File: src/rtl/text_vmem_arbiter.sv
// Text-mode video memory arbiter: one single-port RAM shared by display fetch, an optional
// clear engine, host reads and a posted host-write FIFO. Clear engine: `define TEXT_VMEM_CLEAR_EN.
module text_vmem_arbiter #(
  parameter int          FIFO_DEPTH = 4,
  parameter logic [15:0] CLEAR_WORD = 16'h0700
) (
  input  logic        in_vga_clock,
  input  logic        in_reset,
  input  logic        in_disp_req,
  input  logic [12:0] in_disp_address,
  output logic [15:0] out_disp_data,
  // Host handshake: req/we/address/wdata are held stable until a one-cycle ack pulse;
  // a request is only considered while ack is low, so one req never yields two acks.
  input  logic        in_host_req,
  input  logic        in_host_we,
  input  logic [12:0] in_host_address,
  input  logic [15:0] in_host_wdata,
  output logic        out_host_ack,
  output logic [15:0] out_host_rdata,
  output logic        out_host_busy,
  output logic [12:0] out_mem_address,
  output logic        out_mem_wren,
  output logic [15:0] out_mem_wdata,
  input  logic [15:0] in_mem_rdata,
`ifdef TEXT_VMEM_CLEAR_EN
  input  logic        in_clear_start,
  output logic        out_clear_done,
`endif
  output logic [2:0]  out_dbg_state
);

  localparam int          PW            = (FIFO_DEPTH > 1) ? $clog2(FIFO_DEPTH) : 1;
  localparam logic [PW:0] FIFO_FULL_CNT = (PW + 1)'(FIFO_DEPTH);

  typedef enum logic [2:0] {
    S_IDLE     = 3'd0,
    S_RD_DRAIN = 3'd1,
    S_RD_ISSUE = 3'd2,
    S_RD_DATA  = 3'd3
`ifdef TEXT_VMEM_CLEAR_EN
    , S_CLEAR  = 3'd4
`endif
  } state_t;

  state_t        state_q, state_d;
  logic [28:0]   fifo_mem [FIFO_DEPTH];
  logic [PW-1:0] wr_ptr_q, rd_ptr_q;
  logic [PW:0]   count_q;
  logic          ack_q, disp_pend_q;
  logic [15:0]   disp_data_q, rdata_q;
  logic          fifo_empty, fifo_full;
  logic          wr_accept, rd_start, rd_issue, clr_write, fifo_pop;
  logic [28:0]   fifo_head;

  assign fifo_empty     = (count_q == '0);
  assign fifo_full      = (count_q == FIFO_FULL_CNT);
  assign fifo_head      = fifo_mem[rd_ptr_q];
  assign out_host_ack   = ack_q;
  assign out_host_rdata = rdata_q;
  assign out_disp_data  = disp_data_q;
  assign out_dbg_state  = state_q;

`ifdef TEXT_VMEM_CLEAR_EN
  logic        clear_pend_q, clear_done_q;
  logic [12:0] clear_addr_q;
  assign out_host_busy  = clear_pend_q | (state_q == S_CLEAR);
  assign out_clear_done = clear_done_q;
  assign clr_write      = (state_q == S_CLEAR) && !in_disp_req;
`else
  assign out_host_busy  = 1'b0;
  assign clr_write      = 1'b0;
`endif

  // Writes are only taken in IDLE so a read in flight keeps later writes behind it.
  assign wr_accept = in_host_req && in_host_we && !fifo_full && !ack_q && !out_host_busy
                     && (state_q == S_IDLE);
  assign rd_start  = in_host_req && !in_host_we && !ack_q && !out_host_busy
                     && (state_q == S_IDLE);
  assign rd_issue  = (state_q == S_RD_ISSUE) && !in_disp_req;

  always_comb begin
    state_d         = state_q;
    fifo_pop        = 1'b0;
    out_mem_address = '0;
    out_mem_wren    = 1'b0;
    out_mem_wdata   = '0;
    case (state_q)
      S_IDLE: begin
`ifdef TEXT_VMEM_CLEAR_EN
        if (clear_pend_q && fifo_empty) state_d = S_CLEAR;
        else
`endif
        if (rd_start) state_d = S_RD_DRAIN;
      end
      S_RD_DRAIN: if (fifo_empty) state_d = S_RD_ISSUE;
      S_RD_ISSUE: if (rd_issue) state_d = S_RD_DATA;
      S_RD_DATA:  state_d = S_IDLE;
`ifdef TEXT_VMEM_CLEAR_EN
      S_CLEAR:    if (clr_write && (clear_addr_q == 13'h1FFF)) state_d = S_IDLE;
`endif
      default:    state_d = S_IDLE;
    endcase

    // Fixed-priority RAM port: display, clear, host read, posted write.
    if (in_disp_req) begin
      out_mem_address = in_disp_address;
    end else if (clr_write) begin
`ifdef TEXT_VMEM_CLEAR_EN
      out_mem_address = clear_addr_q;
`endif
      out_mem_wren    = 1'b1;
      out_mem_wdata   = CLEAR_WORD;
    end else if (rd_issue) begin
      out_mem_address = in_host_address;
    end else if (!fifo_empty) begin
      fifo_pop        = 1'b1;
      out_mem_address = fifo_head[28:16];
      out_mem_wren    = 1'b1;
      out_mem_wdata   = fifo_head[15:0];
    end
  end

  always_ff @(posedge in_vga_clock or posedge in_reset) begin
    if (in_reset) begin
      state_q     <= S_IDLE;
      wr_ptr_q    <= '0;
      rd_ptr_q    <= '0;
      count_q     <= '0;
      ack_q       <= 1'b0;
      disp_pend_q <= 1'b0;
      disp_data_q <= '0;
      rdata_q     <= '0;
    end else begin
      state_q     <= state_d;
      ack_q       <= wr_accept || (state_q == S_RD_DATA);
      disp_pend_q <= in_disp_req;
      if (disp_pend_q) disp_data_q <= in_mem_rdata;
      if (state_q == S_RD_DATA) rdata_q <= in_mem_rdata;
      if (wr_accept) wr_ptr_q <= wr_ptr_q + 1'b1;
      if (fifo_pop)  rd_ptr_q <= rd_ptr_q + 1'b1;
      count_q <= count_q + (PW + 1)'(wr_accept) - (PW + 1)'(fifo_pop);
    end
  end

  // Payload storage needs no reset; occupancy is tracked by the pointers and count.
  always_ff @(posedge in_vga_clock) begin
    if (wr_accept) fifo_mem[wr_ptr_q] <= {in_host_address, in_host_wdata};
  end

`ifdef TEXT_VMEM_CLEAR_EN
  always_ff @(posedge in_vga_clock or posedge in_reset) begin
    if (in_reset) begin
      clear_pend_q <= 1'b0;
      clear_done_q <= 1'b0;
      clear_addr_q <= '0;
    end else begin
      clear_done_q <= 1'b0;
      if ((state_q != S_CLEAR) && (state_d == S_CLEAR)) begin
        clear_pend_q <= 1'b0;
        clear_addr_q <= '0;
      end else if (in_clear_start && !clear_pend_q && (state_q != S_CLEAR)) begin
        clear_pend_q <= 1'b1;
      end
      if (clr_write) begin
        clear_addr_q <= clear_addr_q + 13'd1;
        if (clear_addr_q == 13'h1FFF) clear_done_q <= 1'b1;
      end
    end
  end
`endif

endmodule

File: config.mk
export PLATFORM = sky130hd
export DESIGN_NAME = text_vmem_arbiter
export DESIGN_NICKNAME = d
export VERILOG_FILES = /design/src/rtl/text_vmem_arbiter.sv
export SDC_FILE = /design/constraint.sdc
export NUM_CORES = 1
export LEC_CHECK = 0
export ABC_AREA = 1
export BUFFER_PORTS_ARGS = -buffer_cell sky130_fd_sc_hd__clkbuf_2
export CORE_ASPECT_RATIO = 1.25
export CORE_MARGIN = 3
export CORE_UTILIZATION = 50
export DETAILED_ROUTE_END_ITERATION = 10
export PLACE_DENSITY = 0.73
export SETUP_SLACK_MARGIN = 0.1
export SYNTH_ARGS = -nofsm -noshare
export SYNTH_HDL_FRONTEND = slang
export SYNTH_SLANG_ARGS = --single-unit
File: constraint.sdc
create_clock -name in_vga_clock -period 2.62 [get_ports in_vga_clock]
set_input_delay 0.262 -clock in_vga_clock [delete_from_list [all_inputs] [get_ports in_vga_clock]]
set_output_delay 0.262 -clock in_vga_clock [all_outputs]
set_load 0.05 [all_outputs]
==> results by group, run 1 <==
Global routing
  – Most Crowded Layer GR: met2
  – GRT overflow: 0
  – Largest net degree at the start of global routing: 44
  – Initial antenna violation count: 0
  – Met1 Use GR: 24.70%
  – M3 GR Usage: 6.182%
  – Global-route wire length before repair: 23260 µm
  – Number of global-route vias before repair: 4815
  – M2 GR Usage: 34.62%
  – All-Layer GR Usage: 20.36%

Timing
  – Slew margin rel.: 57.69%
  – Clock skew: 0.009757 ns
  – Worst Tran Pin Value: 0.6346 ns
  – Final setup fails: 0
  – Crit path time final: 2.410 ns
  – RSZ-0062 raised after global routing: false
  – Final period utilization: 91.99%
  – Hold Fails Final Rpt: 0
  – TNS Setup: 0 ns
  – Final worst slack: 0.2099 ns
  – Slew Limit Fails: 0
  – Max Fclk: 414.9 MHz

Setup path
  – Worst path depth: 9
  – Worst setup startpoint: out_dbg_state[0]$_DFFE_PP0P_
  – Most used cell, CP: nand2_4
  – Worst setup endpoint: out_mem_wdata[6]
  – CP Capture Type: output port
  – Crit Path Category: flip-flop to output port
  – FF-to-FF setup slack: 0.35 ns
  – Worst Setup Start Kind: flip-flop
  – Buf/Inv on CP: 4
  – Worst R2R End: count_q[2]$_DFF_PP0_
  – Max FO, Critical Path: 16
  – R2R depth: 12
  – Critical Path Slowest Stage Cell: dfrtp_2
  – FF-to-FF Start: out_dbg_state[0]$_DFFE_PP0P_
  – Crit path arrival time: 2.15 ns
  – Delay-heaviest family, CP: buffers and inverters
  – Ordered list of cells on the worst path: inv_1 > ha_1 > nand2_4 > nand2_4 > nor2_8 > inv_4 > buf_4 > a21oi_2 > clkbuf_4
  – Worst endpoint required time: 2.36 ns
  – Largest stage delay on the critical path: 0.41 ns

Floorplanning
  – IO Pins: 130
  – # rows: 47
  – Die height: 136.5 µm
  – Die area: 0.01507 mm²
  – Initial Util: 51.25%
  – Core area: 0.01329 mm²
  – Die width: 110.4 µm

Synth
  – Synthesized area per cell: 11.06 µm²
  – Register bit total from synthesis: 159
  – Synth top cells by count: 125 x nand2_1, 116 x edfxtp_1, 98 x nor2_1
  – Post-synth ARST share: 27.04%
  – Post-synth EDFFs: 116
  – Top-area cell type share of the netlist area: 51.14%
  – Synth area leader: edfxtp_1
  – Top area cells in the synthesized netlist: edfxtp_1 51%, dfrtp_1 16%, nand2_1 6.9%, nor2_1 5.4%, o21ai_0 3.6%
  – Synth Cell Area: 0.006812 mm²
  – Sequential fraction of the synthesis area: 66.94%
  – Ys flop type: edfxtp_1
  – Synth warn: 0
  – Most numerous cell in the Yosys netlist: nand2_1
  – Yosys cell types: 28
  – Post-Syn Instances: 616

Detailed routing
  – Remaining antenna violation count: 0
  – WL final: 14740 µm
  – DRC Markers: 0
  – Wire per inst: 15.69 µm
  – Drt initial violations: 246
  – First-pass iteration count of the detailed router: 4
  – DR vias/cell: 5.076
  – Routed vias: 4766

Clocking
  – CTS sink cnt: 159
  – Insertion delay to the later sink of the worst-skew pair: 0.41 ns
  – Maximum buffer depth of the clock tree: 2
  – H-Tree Level Count: 4
  – Reg clk slew, reported paths: 0.06 ns
  – CTS tree: yes
  – CTS root buffer: clkbuf_16
  – CTS Buf Count: 17

Hold path
  – Worst hold path cell count: 3
  – Min-delay worst type: input pin to flip-flop

Power
  – Pleak: 3.683 nW
  – Clock Power Share: 24.7%
  – Peak supply drop: 821.2 µV
  – Power per standard cell area: 1173 mW/mm²
  – Flop pwr share: 32.4%
  – Cell internal pwr: 5.795 mW
  – Net Sw Power: 4.184 mW
  – Comb power frac: 42.9%
  – Switching Fraction: 41.93%

Run
  – Max-cap viol count: 0

Place
  – PortBufs: 127
  – Placer Congestion: 0.7937
  – HPWL after DPL: 9808 µm
  – Worst slack at placement: 0.3012 ns

Cells and area
  – Share of layout cells above drive strength 1: 29.56%
  – Layout net count: 829
  – Layout area overhead: 24.87%
  – # diodes: 0

Status
  – Status: complete, no violations
cell families (layout without fill, tap and decap cells):
family | Yosys count | in the layout | synth area share [%]
XOR/XNOR | 4 | 4 | 0.5144
buffers and inverters | 89 | 240 | 6.061
adder cells (fa/ha/maj) | 11 | 11 | 2.131
multiplexers | 16 | 16 | 2.645
flip-flops | 159 | 159 | 66.94
other | 1 | 2 | 0.05505
AND/OR/NAND/NOR | 249 | 249 | 14.68
AO/OA/AOI/OAI | 87 | 87 | 6.980
repair_timing:
| item | in CTS | in global routing |
|---|---|---|
| gates resized for setup | 5 | 20 |
| buffers inserted | 0 | 6 |
| pin swaps | 0 | 1 |
| hold buffers | 1 | 0 |
| endpoints found under the setup margin | 8 | 16 |
| hold endpoints to repair | 43 | 0 |
power groups by stage:
stage	combinational (mW)	sequential [mW]	clock, mW
4_1_cts	4.21	3.24	2.50
2_1_floorplan	2.46	3.84	0
3_3_place_gp	4.07	3.26	0
5_1_grt	4.67	3.28	2.62
6_report	4.28	3.24	2.46
3_5_place_dp	4.17	3.28	0
registers in the layout, summed over array words and instances, names as in the netlist:
register,count
count_q,3
disp_pend_q,1
fifo_mem,116
out_dbg_state,2
out_disp_data,16
out_host_ack,1
out_host_rdata,16
rd_ptr_q,2
wr_ptr_q,2
stage by stage:
stage                     hold slack [ns]  instance area (µm²)  std cells  total power, mW  util [%]
after floorplan                    0.2934                 6818        617            6.300         -
after global placement             0.3932                 7792        900            7.324     58.63
after detailed placement           0.4063                 7792        900            7.452     58.63
after CTS                         0.04204                 8414        933            9.956     63.31
after global routing              0.04330                 8506        939            10.57     64.00
final                             0.05851                 8506        939            9.979     64.00
worst register-to-register path, cell delays in order (launching register included):
cell	delay [ns]
dfrtp_2	0.41
inv_1	0.08
ha_1	0.24
nand2_4	0.09
nand2_4	0.07
nor2_8	0.18
nand2_1	0.10
nand2_1	0.08
ha_1	0.13
inv_1	0.05
fa_1	0.37
xnor2_1	0.21
xor2_1	0.19
worst min-delay path by stage:
stage	startpoint	end	slack (ns)
finish	in_mem_rdata[14]	out_host_rdata[14]$_DFFE_PP0P_	0.06
global route	in_host_wdata[8]	fifo_mem[1][8]$_DFFE_PP_	0.04
CTS	in_mem_rdata[12]	out_host_rdata[12]$_DFFE_PP0P_	0.04
detailed placement	in_reset	out_disp_data[4]$_DFFE_PP0P_	0.41
global placement	in_reset	out_disp_data[6]$_DFFE_PP0P_	0.39
floorplan	in_disp_req	disp_pend_q$_DFF_PP0_	0.29
placed cells by master (no fill, tap or decap), drive strengths merged:
cell type and count:
dfrtp 43, clkinvlp 2, nand3 23, xnor2 1
mux2 16, edfxtp 116, o21bai 1, fa 1
xor2 3, nor2 99, buf 34, inv 54
clkbuf 135, clkinv 11, dlygate4sd3 1, a21oi 28
conb 2, ha 10, nand2 127, bufinv 3
o21ai 58
layout make-up:
type,instances,area (µm²)
Inverter,56,220.2
Timing Repair Buffer,152,1016
Sequential cell,159,4563
Clock buffer,18,429.2
Multi-Input combinational cell,369,1896
Clock inverter,14,167.7
Tap cell,171,214.0
Fill cell,1018,4785
layer usage:
metal | vias up | share of wire (%) | wire, µm
met1 | 2291 | 40 | 5886
li1 | 2308 | - | -
met4 | 0 | 1.2 | 178
met3 | 14 | 6.1 | 896
met2 | 153 | 53 | 7775
met5 | - | 0 | 0
Power figures use the tool's default switching activity.
==> run 2: changes to the inputs <==
- RECOVER_POWER: unset -> 100
==> run 2 against run 1 <==
  * Die area stayed put
  * Register-to-register slack worse by 0.10 ns
  * Worst hold slack worse by 0.0030 ns
  * Clock power hardly changed
  * Combinational power is 3% lower
  * Count of clock-buffer cells in the layout stayed put
  * Non-clock buffer count stayed put
  * Global-route usage stayed put
  * Worst setup slack worse by 0.048 ns
  * Cell count stayed put
  * Largest power group unchanged
==> results by group, run 2 (synthesis results as in run 1) <==
Timing
  – Hold Fails Final Rpt: 0
  – Worst Tran Pin Value: 1.025 ns
  – Final period utilization: 93.84%
  – Slew margin rel.: 31.67%
  – Max Fclk: 406.8 MHz
  – Slew Limit Fails: 0
  – Clock skew: 0.008641 ns
  – Crit path time final: 2.459 ns
  – Final setup fails: 0
  – RSZ-0062 raised after global routing: false
  – Final worst slack: 0.1615 ns

Place
  – HPWL after DPL: 9808 µm
  – Dpl cell area: 0.007792 mm²
  – PortBufs: 127
  – Worst slack at placement: 0.3012 ns
  – Placer Congestion: 0.7937

Global routing
  – Largest net degree at the start of global routing: 44
  – GRT overflow: 0
  – Global-route wire length before repair: 23260 µm
  – Number of global-route vias before repair: 4815
  – All-Layer GR Usage: 20.36%
  – Initial antenna violation count: 0

Power
  – Power per standard cell area: 1178 mW/mm²
  – Clock Power Share: 25.0%
  – Peak supply drop: 785.8 µV
  – Switching Fraction: 42.31%
  – Net Sw Power: 4.175 mW
  – Flop pwr share: 32.8%
  – Power Total: 9.867 mW
  – Pleak: 3.471 nW
  – Comb power frac: 42.2%
  – Cell internal pwr: 5.692 mW

Cells and area
  – Final Cell Area: 0.008373 mm²
  – Largest register FFs: 116
  – # diodes: 0
  – Layout area overhead: 22.92%
  – Most frequent cells in the layout: 125 x nand2_1, 116 x edfxtp_1, 94 x nor2_1, 69 x clkbuf_1, 57 x clkbuf_2
  – Commonest non-fill, non-tap cell in the layout: nand2_1
  – Layout net count: 829
  – Top reg by flops: fifo_mem
  – Share of layout cells above drive strength 1: 20.18%
  – Finished Core Util: 63.00%

Run
  – Max-cap viol count: 0

Floorplanning
  – # rows: 47
  – Initial Util: 51.25%
  – Core area: 0.01329 mm²
  – Die width: 110.4 µm
  – IO Pins: 130
  – Die area: 0.01507 mm²
  – Die height: 136.5 µm

Hold path
  – Min-delay worst type: input pin to flip-flop

Detailed routing
  – Routed met3 length: 905 µm
  – DRC Markers: 0
  – Routed wl met2: 7689 µm
  – First-pass iteration count of the detailed router: 5
  – Remaining antenna violation count: 0
  – Wire per inst: 15.66 µm
  – WL final: 14710 µm
  – DR vias/cell: 5.078
  – Drt initial violations: 224
  – Top layer in use: met4
  – Routed vias: 4768
  – Met1 wire length: 5899 µm

Setup path
  – CP Capture Type: output port
  – Worst endpoint required time: 2.36 ns
  – Worst Setup Start Kind: flip-flop
  – Max FO, Critical Path: 16
  – Crit path arrival time: 2.20 ns
  – Crit Path Category: flip-flop to output port

Clocking
  – Maximum buffer depth of the clock tree: 2
  – H-Tree Level Count: 4
  – CTS root buffer: clkbuf_16
  – Insertion delay to the later sink of the worst-skew pair: 0.42 ns
  – CTS Buf Count: 17
  – CTS sink cnt: 159
  – CTS tree: yes
  – Reg clk slew, reported paths: 0.06 ns

Status
  – Status: complete, no violations
==> run 2: cell count changes in the layout (fill, tap and decap cells not counted), sizes merged <==
cell	delta
buf	-11
clkbuf	+11
==> run 2: power groups by stage <==
stage	Sequential [mW]	Clock [mW]	Combinational, mW
2_1_floorplan	3.84	0	2.46
3_3_place_gp	3.26	0	4.07
3_5_place_dp	3.28	0	4.17
4_1_cts	3.24	2.50	4.21
5_1_grt	3.28	2.62	4.55
6_report	3.23	2.47	4.17
==> run 2: path summary, 6_finish.rpt <==
kind,from,end,slack (ns),cells after the start
setup reg to reg,out_dbg_state[1]$_DFFE_PP0P_,fifo_mem[2][4]$_DFFE_PP_,0.25,8
setup / recovery,out_dbg_state[0]$_DFFE_PP0P_,out_mem_wdata[2],0.16,9
hold reg to reg,out_host_rdata[2]$_DFFE_PP0P_,out_host_rdata[2]$_DFFE_PP0P_,0.48,2
min in group asynchronous,in_reset,out_disp_data[9]$_DFFE_PP0P_,0.72,4
max in group asynchronous,in_reset,rd_ptr_q[0]$_DFFE_PP0P_,1.20,4
hold / removal,in_mem_rdata[14],out_host_rdata[14]$_DFFE_PP0P_,0.06,3
==> run 2: cell type report <==
| class | count | area (µm²) |
|---|---|---|
| multi-input combinational | 369 | 1884 |
| clock buffer | 18 | 429.2 |
| timing repair buffer | 152 | 895.9 |
| fill | 1081 | 4917 |
| tap | 171 | 214.0 |
| inverter | 56 | 220.2 |
| clock inverter | 14 | 167.7 |
| sequential | 159 | 4562 |
==> run 2: per-stage QoR <==
stage	std cells	hold WS [ns]	TNS [ns]
2_1_floorplan	617	0.2934	-17.72
3_3_place_gp	900	0.3932	0
3_5_place_dp	900	0.4063	0
4_1_cts	933	0.04204	0
5_1_grt	939	0.05529	0
6_report	939	0.05555	0
==> run 2: repair_timing <==
action,in CTS,in global routing
hold buffers,1,0
gates resized for setup,5,20
pin swaps,0,1
endpoints found under the hold margin,43,0
setup buffers,0,6
setup endpoints to repair,8,16
==> run 2: worst max-delay path, cell delays in order, from the launching register on <==
cell	delay, ns
dfrtp_2	0.41
inv_1	0.08
ha_1	0.24
nand2_4	0.09
nand2_4	0.07
nor2_8	0.18
inv_4	0.04
buf_4	0.22
a21oi_2	0.15
clkbuf_2	0.29
==> run 2: routing by layer <==
metal  up-vias  GRT usage, %
li1       2309             -
met4         0         6.708
met2       142         34.62
met1      2299         24.70
met3        18         6.182
met5         -             0
==> run 3: changes to the inputs <==
- ABC_AREA: 1 -> unset
- CORE_UTILIZATION: 50 -> 49
- PLACE_DENSITY: 0.73 -> 0.72
- SETUP_SLACK_MARGIN: 0.1 -> 0.02
==> run 3 against run 2 <==
  * Routed wire length is 19% lower
  * Synthesized cell count decreased by 44%
  * Area after synthesis shrank 6.1%
  * Flip-flop and latch count did not move
  * Utilization down 1.0 points
  * First-iteration DRC count down 16%
  * Sequential power rose by 2%
  * Worst hold slack improved by 0.020 ns
  * Non-clock buffer count fell by 10
  * Power decreased by 6.9%
  * Count of clock-buffer cells in the layout rose by 2
==> results by group, run 3 <==
Timing
  – RSZ-0062 raised after global routing: false
  – TNS Setup: 0 ns
  – Slew Limit Fails: 0
  – Hold Fails Final Rpt: 0
  – Crit path time final: 2.498 ns
  – Final period utilization: 95.33%
  – Clock skew: 0.008325 ns
  – Max Fclk: 400.4 MHz
  – Slew margin rel.: 15.79%
  – Worst Tran Pin Value: 1.263 ns
  – Final setup fails: 0

Cells and area
  – Layout net count: 558
  – Share of layout cells above drive strength 1: 36.82%
  – # diodes: 0
  – Fill cell total of the finished layout: 984
  – Largest register FFs: 116
  – Commonest non-fill, non-tap cell in the layout: edfxtp_1
  – Finished Core Util: 61.95%
  – Top reg by flops: fifo_mem
  – Most frequent cells in the layout: 116 x edfxtp_1, 71 x clkbuf_1, 41 x dfrtp_1, 34 x mux2_2, 34 x clkbuf_2
  – Layout area overhead: 23.18%

Setup path
  – Ordered list of cells on the worst path: inv_1 > ha_1 > or3_4 > inv_1 > buf_12 > and2_2 > buf_2
  – Worst path depth: 7
  – Critical Path Slowest Stage Cell: dfrtp_2
  – Most used cell, CP: inv_1
  – R2R depth: 7
  – CP Capture Type: output port
  – Max FO, Critical Path: 30
  – Buf/Inv on CP: 4
  – Largest stage delay on the critical path: 0.41 ns
  – Crit Path Category: flip-flop to output port
  – Worst Setup Start Kind: flip-flop
  – FF-to-FF Start: out_dbg_state[0]$_DFFE_PP0P_
  – Worst setup startpoint: out_dbg_state[0]$_DFFE_PP0P_
  – Worst endpoint required time: 2.36 ns
  – Crit path arrival time: 2.24 ns
  – Delay-heaviest family, CP: buffers and inverters

Synth
  – Top area cells in the synthesized netlist: edfxtp_1 54%, dfrtp_1 17%, mux4_2 10%, mux2_2 6.0%, a221o_1 2.0%
  – Ys flop type: edfxtp_1
  – Register bit total from synthesis: 159
  – Synth Area in XOR/XNOR: 0.8214%
  – Most numerous cell in the Yosys netlist: edfxtp_1
  – Simple-gate area share of the yosys netlist: 4.420%
  – Synthesized-area fraction occupied by adder cells: 2.269%
  – Synthesized area per cell: 18.65 µm²
  – Top-area cell type share of the netlist area: 54.45%
  – Mux contribution to synthesized area: 16.35%
  – Post-synth ARST share: 27.04%
  – Post-synth EDFFs: 116
  – Main combinational cell family by area after synthesis: multiplexers
  – Compound-Gate Fraction of Synth Area: 2.425%
  – Synth warn: 0
  – Post-Syn Instances: 343
  – Sequential fraction of the synthesis area: 71.27%
  – Synth top cells by count: 116 x edfxtp_1, 43 x dfrtp_1, 34 x mux2_2
  – Synth area leader: edfxtp_1
  – Synth Cell Area: 0.006397 mm²
  – Yosys cell types: 27

Power
  – Pleak: 2.903 nW
  – Power per standard cell area: 1165 mW/mm²
  – Peak supply drop: 654.5 µV

Global routing
  – Number of global-route vias before repair: 3784
  – GRT overflow: 0
  – Initial antenna violation count: 0
  – Global-route wire length before repair: 19230 µm
  – All-Layer GR Usage: 17.60%
  – Largest net degree at the start of global routing: 31

Status
  – Status: complete, no violations

Detailed routing
  – DRC Markers: 0
  – Routed vias: 3486
  – Remaining antenna violation count: 0
  – WL final: 11860 µm
  – Wire per inst: 17.84 µm
  – First-pass iteration count of the detailed router: 4
  – Drt initial violations: 188
  – DR vias/cell: 5.242

Clocking
  – CTS sink cnt: 159
  – CTS root buffer: clkbuf_16
  – Insertion delay to the later sink of the worst-skew pair: 0.40 ns
  – Reg clk slew, reported paths: 0.06 ns
  – CTS tree: yes
  – H-Tree Level Count: 4
  – Maximum buffer depth of the clock tree: 2
  – CTS Buf Count: 17

Floorplanning
  – Die width: 108.2 µm
  – # rows: 46
  – Die height: 133.8 µm
  – Core area: 0.01272 mm²
  – Initial Util: 50.30%
  – Die area: 0.01447 mm²
  – IO Pins: 130

Run
  – Max-cap viol count: 0

Place
  – HPWL after DPL: 7861 µm
  – Placer Congestion: 0.7263
  – PortBufs: 127

Hold path
  – Min-delay worst type: input pin to asynchronous set/reset pin
## run 3: changes by cell type in the layout (fill, tap and decap cells not counted), moves of 18 or more
cell      previous run  this run
inv_1               51        10
mux4_2               0        29
nor2_1              94        15
nand2_1            125        14
o21ai_0             51         0
nand3_1             22         0
clkbuf_2            57        34
mux2_2              16        34
## run 3: metal layers
layer  part of all wire, %  wire length (µm)  up-vias  global-route usage [%]
li1                      -                 -     1590                       -
met5                     0                 0        -                       0
met3                   7.2               849       12                   5.284
met1                    39              4574     1762                   20.96
met2                    53              6303      122                   30.64
met4                   1.1               135        0                   5.474
## run 3: final cells by class
type | instances | area [µm²] | area share, %
inverters | 10 | 37.54 | 0.4763
repair buffers | 142 | 787.0 | 9.987
clock inverters | 12 | 137.6 | 1.747
clock buffers | 20 | 436.7 | 5.541
multi-input cells | 154 | 1707 | 21.66
well taps | 168 | 210.2 | 2.668
flip-flops and latches | 159 | 4564 | 57.92
## run 3: power by group
group          internal [mW]  switching (mW)  total (mW)  leakage (nW)
registers               3.05           0.240        3.29          1.55
clock network           1.41           0.932        2.34         0.265
logic                   1.32            2.24        3.56          1.09
total                   5.77            3.41        9.18          2.90
## run 3: what timing repair did
| item | in CTS | in global routing |
|---|---|---|
| pin swaps | 0 | 0 |
| gates resized for setup | 12 | 28 |
| setup endpoints to repair | 11 | 27 |
| hold buffers | 0 | 0 |
| setup buffers | 0 | 0 |
## run 3: cell families (layout without fill, tap and decap cells)
| group | count (synthesis) | after routing |
|---|---|---|
| buffers and inverters | 31 | 184 |
| multiplexers | 64 | 64 |
| flip-flops | 159 | 159 |
| AND/OR/NAND/NOR | 55 | 55 |
| adder cells (fa/ha/maj) | 11 | 11 |
| AO/OA/AOI/OAI | 16 | 16 |
| XOR/XNOR | 6 | 6 |
| other | 1 | 2 |
## run 3: path summary, 6_finish.rpt
path	to	slack, ns
max	out_mem_wdata[6]	0.12
min	out_disp_data[6]$_DFFE_PP0P_	0.08
max reg2reg	fifo_mem[1][17]$_DFFE_PP_	0.25
min reg2reg	out_disp_data[15]$_DFFE_PP0P_	0.51
max in group asynchronous	out_dbg_state[0]$_DFFE_PP0P_	1.54
min in group in_vga_clock	out_host_rdata[11]$_DFFE_PP0P_	0.10
## run 3: through the flow
step           power, mW  std cells  instance area [µm²]  setup slack (ns)  hold slack [ns]
5_1_grt            9.648        665                 7880           0.01656          0.08277
4_1_cts            9.371        665                 8003           0.02069          0.06047
6_report           9.183        665                 7880            0.1223          0.07529
2_1_floorplan      6.031        344                 6414           0.04489           0.2934
3_5_place_dp       6.985        633                 7398            0.2546           0.4852
3_3_place_gp       6.891        633                 7398            0.4087           0.4767
## run 3: worst register-to-register path, stage by stage, from the launching register on
cell and delay (ns):
dfrtp_2 0.44, inv_1 0.11, ha_1 0.20, nand4b_1 0.12, a21oi_1 0.26, clkbuf_1 0.29, and2_2 0.43, buf_12 0.23
